<file path="config.mk">
export PLATFORM = sky130hd
export DESIGN_NAME = riscv_axi_rd_mux
export DESIGN_NICKNAME = d
export VERILOG_FILES = /design/src/rtl/riscv_axi_rd_mux.sv
export SDC_FILE = /design/constraint.sdc
export NUM_CORES = 1
export LEC_CHECK = 0
export BUFFER_PORTS_ARGS = -buffer_cell sky130_fd_sc_hd__buf_2
export CORE_UTILIZATION = 46
export CTS_BUF_LIST = sky130_fd_sc_hd__clkbuf_2
export DETAILED_ROUTE_END_ITERATION = 10
export PLACE_DENSITY = 0.83
export SKIP_CTS_REPAIR_TIMING = 1
export SYNTH_ARGS = -nofsm -noshare
export SYNTH_HDL_FRONTEND = slang
export SYNTH_SLANG_ARGS = --single-unit
export TNS_END_PERCENT = 1
</file>
<file path="constraint.sdc">
create_clock -name ACLK -period 2.8 [get_ports ACLK]
set_input_delay 0.42 -clock ACLK [delete_from_list [all_inputs] [get_ports ACLK]]
set_output_delay 0.42 -clock ACLK [all_outputs]
set_load 0.02 [all_outputs]
</file>
<file path="src/rtl/riscv_axi_rd_mux.sv">
// N:1 AXI read-channel multiplexer: round-robin AR arbitration with per-port
// outstanding-burst limits, and zero-latency R routing by the ID prefix.
module riscv_axi_rd_mux #(
   parameter int unsigned NUM_PORTS = 2,
   parameter int unsigned ADDR_W    = 32,
   parameter int unsigned DATA_W    = 32,
   parameter int unsigned ID_W      = 4,
   parameter int unsigned MAX_OUT   = 4,
   localparam int unsigned IDX_W    = (NUM_PORTS > 2) ? $clog2(NUM_PORTS) : 1,
   localparam int unsigned CNT_W    = $clog2(MAX_OUT + 1)
) (
   input  logic                        ACLK,
   input  logic                        ARESETn,
   // upstream AR
   input  logic [NUM_PORTS-1:0]        s_arvalid,
   input  logic [NUM_PORTS*ADDR_W-1:0] s_araddr,
   input  logic [NUM_PORTS*ID_W-1:0]   s_arid,
   input  logic [NUM_PORTS*8-1:0]      s_arlen,
   output logic [NUM_PORTS-1:0]        s_arready,
   // upstream R
   output logic [NUM_PORTS-1:0]        s_rvalid,
   output logic [DATA_W-1:0]           s_rdata,
   output logic [ID_W-1:0]             s_rid,
   output logic [1:0]                  s_rresp,
   output logic                        s_rlast,
   input  logic [NUM_PORTS-1:0]        s_rready,
   // downstream AR
   output logic                        m_arvalid,
   output logic [ADDR_W-1:0]           m_araddr,
   output logic [IDX_W+ID_W-1:0]       m_arid,
   output logic [7:0]                  m_arlen,
   input  logic                        m_arready,
   // downstream R
   input  logic                        m_rvalid,
   input  logic [DATA_W-1:0]           m_rdata,
   input  logic [IDX_W+ID_W-1:0]       m_rid,
   input  logic [1:0]                  m_rresp,
   input  logic                        m_rlast,
   output logic                        m_rready,
   // status
   output logic [NUM_PORTS*CNT_W-1:0]  outstanding,
   output logic                        err_unmapped
);

   localparam int unsigned MID_W = IDX_W + ID_W;
   localparam logic [0:0] ST_IDLE = 1'b0;
   localparam logic [0:0] ST_HOLD = 1'b1;

   logic [0:0]          r_state;
   logic [0:0]          w_state_nxt;
   logic [IDX_W-1:0]    r_rr_ptr;
   logic [CNT_W-1:0]    r_cnt [NUM_PORTS];
   logic [ADDR_W-1:0]   r_araddr;
   logic [MID_W-1:0]    r_arid;
   logic [7:0]          r_arlen;
   logic                r_err;

   logic [NUM_PORTS-1:0]   w_elig;
   logic [2*NUM_PORTS-1:0] w_rot;
   logic                   w_found;
   logic [IDX_W-1:0]       w_sel;
   logic [IDX_W:0]         w_sum;
   logic                   w_ar_hs;
   logic [ADDR_W-1:0]      w_sel_addr;
   logic [ID_W-1:0]        w_sel_id;
   logic [7:0]             w_sel_len;

   logic [IDX_W-1:0]       w_rport;
   logic                   w_rlegal;
   logic                   w_rcnt_zero;
   logic                   w_rready_sel;
   logic                   w_rbad;
   logic                   w_rlast_hs;

   // Eligibility: request pending and below the outstanding limit
   always_comb begin
      w_elig = '0;
      for (int i = 0; i < int'(NUM_PORTS); i++) begin
         w_elig[i] = s_arvalid[i] && (r_cnt[i] < CNT_W'(MAX_OUT));
      end
   end

   // Rotate so bit 0 is the rr_ptr port, then take the first set bit
   assign w_rot = {w_elig, w_elig} >> r_rr_ptr;

   always_comb begin
      w_found = 1'b0;
      w_sel   = '0;
      w_sum   = '0;
      for (int j = 0; j < int'(NUM_PORTS); j++) begin
         if (!w_found && w_rot[j]) begin
            w_found = 1'b1;
            w_sum   = {1'b0, r_rr_ptr} + (IDX_W+1)'(j);
            if (w_sum >= (IDX_W+1)'(NUM_PORTS)) begin
               w_sum = w_sum - (IDX_W+1)'(NUM_PORTS);
            end
            w_sel = w_sum[IDX_W-1:0];
         end
      end
   end

   // Selected port's AR payload
   always_comb begin
      w_sel_addr = '0;
      w_sel_id   = '0;
      w_sel_len  = '0;
      for (int i = 0; i < int'(NUM_PORTS); i++) begin
         if (w_sel == IDX_W'(i)) begin
            w_sel_addr = s_araddr[i*ADDR_W +: ADDR_W];
            w_sel_id   = s_arid[i*ID_W +: ID_W];
            w_sel_len  = s_arlen[i*8 +: 8];
         end
      end
   end

   // AR FSM state register
   always_ff @(posedge ACLK or negedge ARESETn) begin
      if (!ARESETn) begin
         r_state <= ST_IDLE;
      end else begin
         r_state <= w_state_nxt;
      end
   end

   // AR FSM next state and upstream ready
   always_comb begin
      w_state_nxt = r_state;
      w_ar_hs     = 1'b0;
      s_arready   = '0;
      case (r_state)
         ST_IDLE: begin
            w_ar_hs = w_found;
            for (int i = 0; i < int'(NUM_PORTS); i++) begin
               s_arready[i] = w_found && (w_sel == IDX_W'(i));
            end
            if (w_found) begin
               w_state_nxt = ST_HOLD;
            end
         end
         ST_HOLD: begin
            if (m_arready) begin
               w_state_nxt = ST_IDLE;
            end
         end
         default: w_state_nxt = ST_IDLE;
      endcase
   end

   // Downstream AR payload and round-robin pointer
   always_ff @(posedge ACLK or negedge ARESETn) begin
      if (!ARESETn) begin
         r_araddr <= '0;
         r_arid   <= '0;
         r_arlen  <= '0;
         r_rr_ptr <= '0;
      end else if (w_ar_hs) begin
         r_araddr <= w_sel_addr;
         r_arid   <= {w_sel, w_sel_id};
         r_arlen  <= w_sel_len;
         r_rr_ptr <= (w_sel == IDX_W'(NUM_PORTS - 1)) ? '0 : w_sel + IDX_W'(1);
      end
   end

   assign m_arvalid = (r_state == ST_HOLD);
   assign m_araddr  = r_araddr;
   assign m_arid    = r_arid;
   assign m_arlen   = r_arlen;

   // R routing: an unknown index or a port with nothing in flight is sunk
   assign w_rport = m_rid[MID_W-1:ID_W];

   always_comb begin
      w_rlegal     = 1'b0;
      w_rcnt_zero  = 1'b1;
      w_rready_sel = 1'b0;
      for (int i = 0; i < int'(NUM_PORTS); i++) begin
         if (w_rport == IDX_W'(i)) begin
            w_rlegal     = 1'b1;
            w_rcnt_zero  = (r_cnt[i] == '0);
            w_rready_sel = s_rready[i];
         end
      end
   end

   assign w_rbad     = !w_rlegal || w_rcnt_zero;
   assign m_rready   = w_rbad ? 1'b1 : w_rready_sel;
   assign w_rlast_hs = m_rvalid && m_rready && m_rlast && !w_rbad;

   always_comb begin
      s_rvalid = '0;
      for (int i = 0; i < int'(NUM_PORTS); i++) begin
         s_rvalid[i] = m_rvalid && !w_rbad && (w_rport == IDX_W'(i));
      end
   end

   assign s_rdata = m_rdata;
   assign s_rid   = m_rid[ID_W-1:0];
   assign s_rresp = m_rresp;
   assign s_rlast = m_rlast;

   // Per-port in-flight burst counters
   always_ff @(posedge ACLK or negedge ARESETn) begin
      if (!ARESETn) begin
         for (int i = 0; i < int'(NUM_PORTS); i++) begin
            r_cnt[i] <= '0;
         end
      end else begin
         for (int i = 0; i < int'(NUM_PORTS); i++) begin
            if ((w_ar_hs && (w_sel == IDX_W'(i))) &&
                !(w_rlast_hs && (w_rport == IDX_W'(i)))) begin
               r_cnt[i] <= r_cnt[i] + CNT_W'(1);
            end else if (!(w_ar_hs && (w_sel == IDX_W'(i))) &&
                         (w_rlast_hs && (w_rport == IDX_W'(i)))) begin
               r_cnt[i] <= r_cnt[i] - CNT_W'(1);
            end
         end
      end
   end

   always_comb begin
      outstanding = '0;
      for (int i = 0; i < int'(NUM_PORTS); i++) begin
         outstanding[i*CNT_W +: CNT_W] = r_cnt[i];
      end
   end

   // Sticky error for R beats that could not be routed
   always_ff @(posedge ACLK or negedge ARESETn) begin
      if (!ARESETn) begin
         r_err <= 1'b0;
      end else if (m_rvalid && w_rbad) begin
         r_err <= 1'b1;
      end
   end

   assign err_unmapped = r_err;

endmodule

</file>
* Yosys cells after proc, flatten, opt, wreduce, memory -nomap -nowiden *
Cells that the tools add are included.

storage, ports and cells
  logic and storage cells = 76
  output and inout bits = 97
  flip-flop bits (word level) = 54

operators by class
  add/subtract/negate cells = 8
  reduce and logical (&&, ||, !) cells = 30
  multiplexer cells = 22
  shift operators = 1
  bitwise operators = 3
  $lt $le $gt $ge = 4

operators by type and width
  operator             count
  $mux 32              1
  $logic_and 1x1->1    20
  $mux 1               13
  $mux 3               4
  $mux 8               1
  $add 3x1->3 const B  2
  $logic_not 1->1      6
  $logic_not 3->1      2
  $lt 3x3->1 const B   2
  $sub 3x1->3 const B  2
  $mux 4               1
  $reduce_bool 2->1    2
  $shr 4x1->2          1
  $not 1->1            3
  $add 1x1->2 const B  1
  $ge 1x2->1 const B   1
  $ge 2x2->1 const B   1
  $mux 2               1
  $pmux 1 s2           1
  $sub 1x1->1 const B  2
  $add 1x1->1 const B  1

* Logic depth before layout (Yosys ltp) *
Gate-level depths: netlist (run 1).

  depth in word-level cells = 13
  gate-level depth with buffers = 11
  depth with buffers taken out = 9

* Worst setup path after synthesis (run 1) *
No wires, ideal clock.

  kind = register to register
  from = register r_cnt, in the netlist outstanding[5]
  to = register r_cnt, in the netlist outstanding[2]
  period minus slack after synthesis = 2,268 ps
  stages on the path, launching flop included = 12
  arrival = 2,188 ps
  path buffers = 2
  library setup time = 80 ps
  slack = 532 ps
  required time = 2,720 ps
  cells stage by stage = dfrtp_1 nand2b_1 buf_2 clkbuf_1 nor2_1 nor2_1 ha_1 inv_1 fa_1 xor2_1 nor2_1 xor2_1

between the ends
  word-level cells in the longest chain between the ends = 12

RTL lines
  item                                 RTL line       source
  start, declared                      52             logic [CNT_W-1:0] r_cnt [NUM_PORTS];
  start signal, assigned by index      211            r_cnt[i] <= r_cnt[i] + CNT_W'(1);
  start signal, assigned by index      214            r_cnt[i] <= r_cnt[i] - CNT_W'(1);
  $lt 3x3->1                           79             w_elig[i] = s_arvalid[i] && (r_cnt[i] < CNT_W'(MAX_OUT));
  $logic_and 1x1->1                    79
  $shr 4x1->2                          84             assign w_rot = {w_elig, w_elig} >> r_rr_ptr;
  $mux 1                               91             if (!w_found && w_rot[j]) begin
  $logic_not 1->1                      91
  $logic_and 1x1->1                    91
  $mux 1                               91
  $mux 1 or $not 1->1 (tied branches)  130, 209, 212
  $logic_and 1x1->1                    209, 212
  $logic_not 1->1                      212            end else if (!(w_ar_hs && (w_sel == IDX_W'(i))) &&
  $logic_and 1x1->1                    212
  $reduce_bool 2->1 (no source line)   n/a

Several ways; a longest one is shown, not always the timed one.
A chain may end at the register's enable or synchronous reset.

* Final worst setup path (run 1) *
  from = register r_state, in the netlist m_arvalid
  to = register r_cnt, in the netlist outstanding[5]

between the ends
  word-level cells in the longest chain between the ends = 5

RTL lines
  item                                RTL line  source
  start, declared                     49        logic [0:0] r_state;
  start signal, assigned              121       r_state <= w_state_nxt;
  $mux 1 *                            130       case (r_state)
  $logic_and 1x1->1 *                 209, 212
  $logic_not 1->1                     212
  $logic_and 1x1->1                   212
  $reduce_bool 2->1 (no source line)  n/a

Mark *: on every way between the ends. The rest lies on a longest branch, timed or not.

==> flow_summary_export.csv, run 1 <==
group,metric,value,unit
detailed_routing,routed_wl,10.4,mm
setup_path,path_max_fanout,15,
setup_path,r2r_start,"m_arvalid",
setup_path,worstSetupEndpointType,"flip-flop",
sta,rsz0062_at_grt,"no",
power,powerDensity,1140,nW/um^2
setup_path,cp_slowest_cell,"dfrtp_2",
logic_synthesis,syn-cell-area,4110,sq um
clock_tree,clockBufferDepth,2,
detailed_routing,num_vias,3326,
cells_and_area,fin_area,4680,sq um
logic_synthesis,synth_nets,497,
logic_synthesis,yosys-top-cells-count,"dfrtp_1, and3b_1",
setup_path,rrSetupSlack,0.59,ns
setup_path,crit_arrival,2.61,ns
logic_synthesis,ys_async_sr_fraction,1.00,
detailed_routing,antenna_left,0,
setup_path,reg2regPathDepth,8,
clock_tree,cts_made_buffers,5,
floorplanning,die_height,96.5,um
logic_synthesis,synth_edf_count,0,
clock_tree,htree_levels,2,
outcome,outcome,"complete, no violations",
power,p_leak,2.14,nW
global_route,grt_max_degree,49,
logic_synthesis,yosys.area.top_type,"dfrtp_1",
job,maxCapViolCount,0,
global_route,antenna_found_initial,0,
power,vdd_ir_drop_max,0.000717,V
hold_path,hp-start,"m_arready",
logic_synthesis,syn-mean-instance-area,11.5,sq um
global_route,track_usage,0.218,
sta,tightest_slew,0.791,ns
logic_synthesis,synth_cell_types,30,
hold_path,holdPathStages,2,
cells_and_area,num-fill-cells,790,
clock_tree,root_buffer,"clkbuf_2",
cells_and_area,drive_gt1_frac,0.588,
placement,dp_hpwl,7.12,mm
detailed_routing,drtIter0Drc,144,
sta,slew_viol_final,0,
global_route,grt_pass1_vias,3109,
setup_path,cp-start-kind,"flip-flop",
sta,finalSetupViolCount,0,
detailed_routing,viasPerCell,5.92,
floorplanning,num_io_pins,233,
clock_tree,cts_sinks,54,
setup_path,crit_buf_inv,2,
cells_and_area,fin_nets,593,
hold_path,hold_end,"m_arvalid",
placement,place.gp.congestion,0.743,
cells_and_area,regArea,1350,sq um
sta,finalCriticalPeriod,2.21,ns
cells_and_area,n_antenna_cell,0,
floorplanning,start_util,0.473,
sta,fin_crit_sh,0.791,
sta,fmax,452,MHz
floorplanning,row_count,34,
logic_synthesis,yosysSeqAreaShare,0.329,
cells_and_area,multi_input_area,2220,sq um
global_route,gr-total-overflow,0,
placement,placed_area,4620,sq um
setup_path,required,3.19,ns
logic_synthesis,synthFlopType,"dfrtp_1",
setup_path,criticalPathCategory,"flip-flop to flip-flop",
detailed_routing,first_pass_iters,5,
cells_and_area,area_delta_synth_final,13.9,%
setup_path,crit_top_cell,"xor2_1",
logic_synthesis,synth.most_common_cell,"dfrtp_1",
logic_synthesis,yosys.area.top_type_share,0.329,
global_route,grt_pass1_wl,16.0,mm
logic_synthesis,yosys-top-cells-area,"dfrtp_1, a221oi_2, a2bb2oi_2",
floorplanning,die_x,96.5,um
hold_path,min_path_type,"primary input to flip-flop",
clock_tree,clkTransAtPathRegs,0.28,ns
floorplanning,core-area,8680,sq um
placement,io_buffers,156,
sta,slew_headroom,0.473,
detailed_routing,drc,0,
cells_and_area,fin_util,0.539,
setup_path,worstPathCellList,"buf_4 > nor3_1 > ha_1 > inv_1 > fa_1 > xor2_1 > nor2_1 > xor2_1",
logic_synthesis,yosys_warnings,0,
sta,skew,0.0154,ns
logic_synthesis,synthCells,357,
sta,hold_violations,0,
floorplanning,dieArea,9310,sq um
setup_path,worstReg2RegEnd,"outstanding[5]",
clock_tree,clkLatencyLatePin,0.43,ns
cells_and_area,final_cells,562,
logic_synthesis,ys_ff_latch,54,
sta,fin_tns_setup,0,ns
clock_tree,tritoncts,"done",
placement,dp_cells,553,
setup_path,crit_family,"adder cells",
setup_path,critPathMaxStageDelay,0.48,ns
detailed_routing,wire_per_inst,18.5,um
[logic make-up after synthesis]
group	synth area share
AO/OA/AOI/OAI	0.376
XOR/XNOR	0.0128
adder cells (fa/ha/maj)	0.0158
buffers and inverters	0.137
flip-flops	0.329
multiplexers	0.00822
AND/OR/NAND/NOR	0.121
[worst max-delay path by stage]
stage	from	endpoint	slack, ns	cells past startpoint
global placement	outstanding[5]	outstanding[5]	0.65	10
detailed placement	s_arvalid[0]	outstanding[5]	0.57	9
global route	outstanding[5]	outstanding[5]	0.44	10
finish	m_arvalid	outstanding[5]	0.59	8
floorplan	outstanding[5]	outstanding[2]	0.53	11
CTS	outstanding[5]	m_rready	0.51	5
[stage by stage]
step	hold WS [ns]	total power, mW	setup slack (ns)
after global routing	0.0452	5.68	0.445
after global placement	0.440	4.92	0.646
after CTS	-0.0936	5.37	0.515
after detailed placement	0.445	5.04	0.573
after floorplan	0.124	4.27	0.532
final	0.108	5.32	0.586
[metal layers]
metal | part of all wire | GRT usage
met1 | 0.44 | 0.296
met5 | 0 | 0
met4 | 0.013 | 0.0576
met3 | 0.062 | 0.0477
met2 | 0.48 | 0.350
[cell usage in the layout, fill, tap and decap left out, types with 5 or more instances in the layout]
cell / count
a221oi_2: 40
a2bb2oi_2: 40
and3b_1: 44
buf_2: 156
buf_4: 13
clkbuf_2: 5
dfrtp_1: 53
inv_1: 5
nor2_1: 6
nor3_1: 5
o21ai_0: 40
o21ai_1: 5
[state kept, by name, indices dropped and copies added (netlist names)]
register,count
outstanding,6
m_arlen,8
m_arid,5
r_rr_ptr,1
m_araddr,32
err_unmapped,1
m_arvalid,1
[power breakdown]
| part | total [mW] | internal, mW | switching, mW |
|---|---|---|---|
| combinational | 3.50 | 1.58 | 1.92 |
| clock | 0.325 | 0.0617 | 0.263 |
| sequential | 1.50 | 1.18 | 0.323 |
| total | 5.32 | 2.82 | 2.50 |
[area by class of cell]
type | instances | area share
repair buffers | 171 | 0.194
flip-flops and latches | 54 | 0.289
clock buffers | 5 | 0.00535
well taps | 108 | 0.0289
inverters | 5 | 0.00401
multi-input cells | 216 | 0.474
clock inverters | 3 | 0.00455
Power figures use the tool's default switching activity.
==> run 2: changes to the inputs <==
--- a/config.mk
+++ b/config.mk
@@ -6,10 +6,10 @@
 export NUM_CORES = 1
 export LEC_CHECK = 0
 export BUFFER_PORTS_ARGS = -buffer_cell sky130_fd_sc_hd__buf_2
-export CORE_UTILIZATION = 46
+export CORE_UTILIZATION = 42
 export CTS_BUF_LIST = sky130_fd_sc_hd__clkbuf_2
 export DETAILED_ROUTE_END_ITERATION = 10
-export PLACE_DENSITY = 0.83
+export PLACE_DENSITY = 0.8
 export SKIP_CTS_REPAIR_TIMING = 1
 export SYNTH_ARGS = -nofsm -noshare
 export SYNTH_HDL_FRONTEND = slang
==> constraint.sdc (replaced) <==
create_clock -name ACLK -period 2 [get_ports ACLK]
set_input_delay 0.3 -clock ACLK [delete_from_list [all_inputs] [get_ports ACLK]]
set_output_delay 0.3 -clock ACLK [all_outputs]
set_load 0.02 [all_outputs]
==> flow_summary_export.csv, run 2 (synthesis results as in run 1) <==
group,metric,value,unit
outcome,outcome,"complete, but fails checks",
outcome,violations,"negative setup slack",
sta,fin_ws,-0.0357,ns
detailed_routing,num_vias,3361,
floorplanning,row_count,35,
floorplanning,die_x,101,um
power,powerDensity,1590,nW/um^2
clock_tree,cts_made_buffers,5,
floorplanning,start_util,0.438,
detailed_routing,drc,0,
sta,finalSetupViolCount,4,
clock_tree,root_buffer,"clkbuf_2",
floorplanning,die_height,101,um
sta,fin_crit_sh,1.02,
power,p_leak,2.22,nW
placement,place.gp.congestion,0.768,
hold_path,hp-start,"s_arlen[1]",
sta,fin_tns_setup,-0.0660,ns
global_route,track_usage,0.212,
setup_path,worstReg2RegEnd,"outstanding[1]",
floorplanning,core-area,9370,sq um
clock_tree,clockBufferDepth,2,
global_route,gr-total-overflow,0,
sta,fin_hold_ws,0.106,ns
clock_tree,clkTransAtPathRegs,0.29,ns
hold_path,holdPathStages,3,
sta,tightest_slew,0.597,ns
global_route,antenna_found_initial,0,
placement,io_buffers,156,
power,vdd_ir_drop_max,0.00114,V
detailed_routing,antenna_left,0,
detailed_routing,viasPerCell,5.63,
placement,dp_hpwl,7.40,mm
setup_path,path_max_fanout,5,
detailed_routing,first_pass_iters,4,
setup_path,cp-start-kind,"flip-flop",
hold_path,hold_end,"m_arlen[1]",
setup_path,criticalPathCategory,"flip-flop to flip-flop",
clock_tree,cts_sinks,54,
job,maxCapViolCount,0,
clock_tree,tritoncts,"done",
setup_path,r2r_start,"outstanding[5]",
cells_and_area,largest_register_ffs,32,
clock_tree,htree_levels,2,
detailed_routing,routed_wl,10.8,mm
global_route,grt_max_degree,50,
global_route,grt_pass1_vias,3450,
cells_and_area,fin_util,0.521,
setup_path,required,2.34,ns
global_route,grt_pass1_wl,17.1,mm
sta,fmax,491,MHz
setup_path,reg2regPathDepth,8,
setup_path,worstSetupEndpointType,"flip-flop",
cells_and_area,layout_common_cells,"buf_2, dfrtp_1, and3b_1",
placement,place_worst_setup_slack,-0.00224,ns
sta,skew,0.0281,ns
power,total_power,7.76,mW
cells_and_area,drive_gt1_frac,0.622,
cells_and_area,n_antenna_cell,0,
hold_path,min_path_type,"primary input to flip-flop",
sta,rsz0062_at_grt,"yes",
setup_path,rrSetupSlack,-0.04,ns
sta,slew_viol_final,0,
sta,hold_violations,0,
sta,finalCriticalPeriod,2.04,ns
floorplanning,dieArea,10200,sq um
setup_path,crit_arrival,2.38,ns
cells_and_area,area_delta_synth_final,18.9,%
detailed_routing,wire_per_inst,18.0,um
clock_tree,clkLatencyLatePin,0.42,ns
floorplanning,num_io_pins,233,
cells_and_area,fin_nets,607,
detailed_routing,drtIter0Drc,144,
sta,slew_headroom,0.602,
cells_and_area,final_common_cell,"buf_2",
==> run 2: worst max path at each step <==
stage                                 to  cells after the start           start  slack [ns]
after floorplan           outstanding[2]                     10  outstanding[5]       -0.08
after global placement    outstanding[5]                      8  outstanding[5]        0.08
after detailed placement  outstanding[5]                      8  outstanding[5]      -0.002
after CTS                   s_arready[1]                      4  outstanding[5]       -0.12
after global routing        s_arready[1]                      4  outstanding[2]       -0.14
final                     outstanding[1]                      8  outstanding[5]       -0.04
==> run 2: final cells by class <==
class,count,area (sq um)
multi-input combinational,216,2260
tap,129,161
fill,850,4490
clock buffer,6,30.0
timing repair buffer,185,1050
clock inverter,2,8.76
sequential,54,1360
inverter,5,18.8
==> run 2: through the flow <==
stage,area [sq um],instances
after detailed placement,4730,581
final,4890,597
after CTS,4770,589
after floorplan,4170,357
after global placement,4730,581
after global routing,4890,597
==> run 2: metal layers <==
layer | global-route usage | vias up | wire length, um
li1 | - | 1550 | -
met1 | 0.264 | 1648 | 4580
met2 | 0.365 | 139 | 5350
met3 | 0.0430 | 24 | 637
met4 | 0.0747 | 0 | 199
met5 | 0 | - | 0
==> run 2: where the power goes <==
part	switching, mW	total, mW	leakage (nW)	internal (mW)
registers	0.435	2.09	0.600	1.65
clock network	0.349	0.435	0.0304	0.0864
logic	2.81	5.24	1.59	2.43
==> run 2: worst max-delay path, stage by stage (launching register included) <==
cell and delay, ns:
dfrtp_2 0.49, nand2b_4 0.19, buf_4 0.15, nor2_2 0.14, nor2_2 0.05, ha_2 0.19
inv_2 0.05, fa_2 0.42, mux2_2 0.28
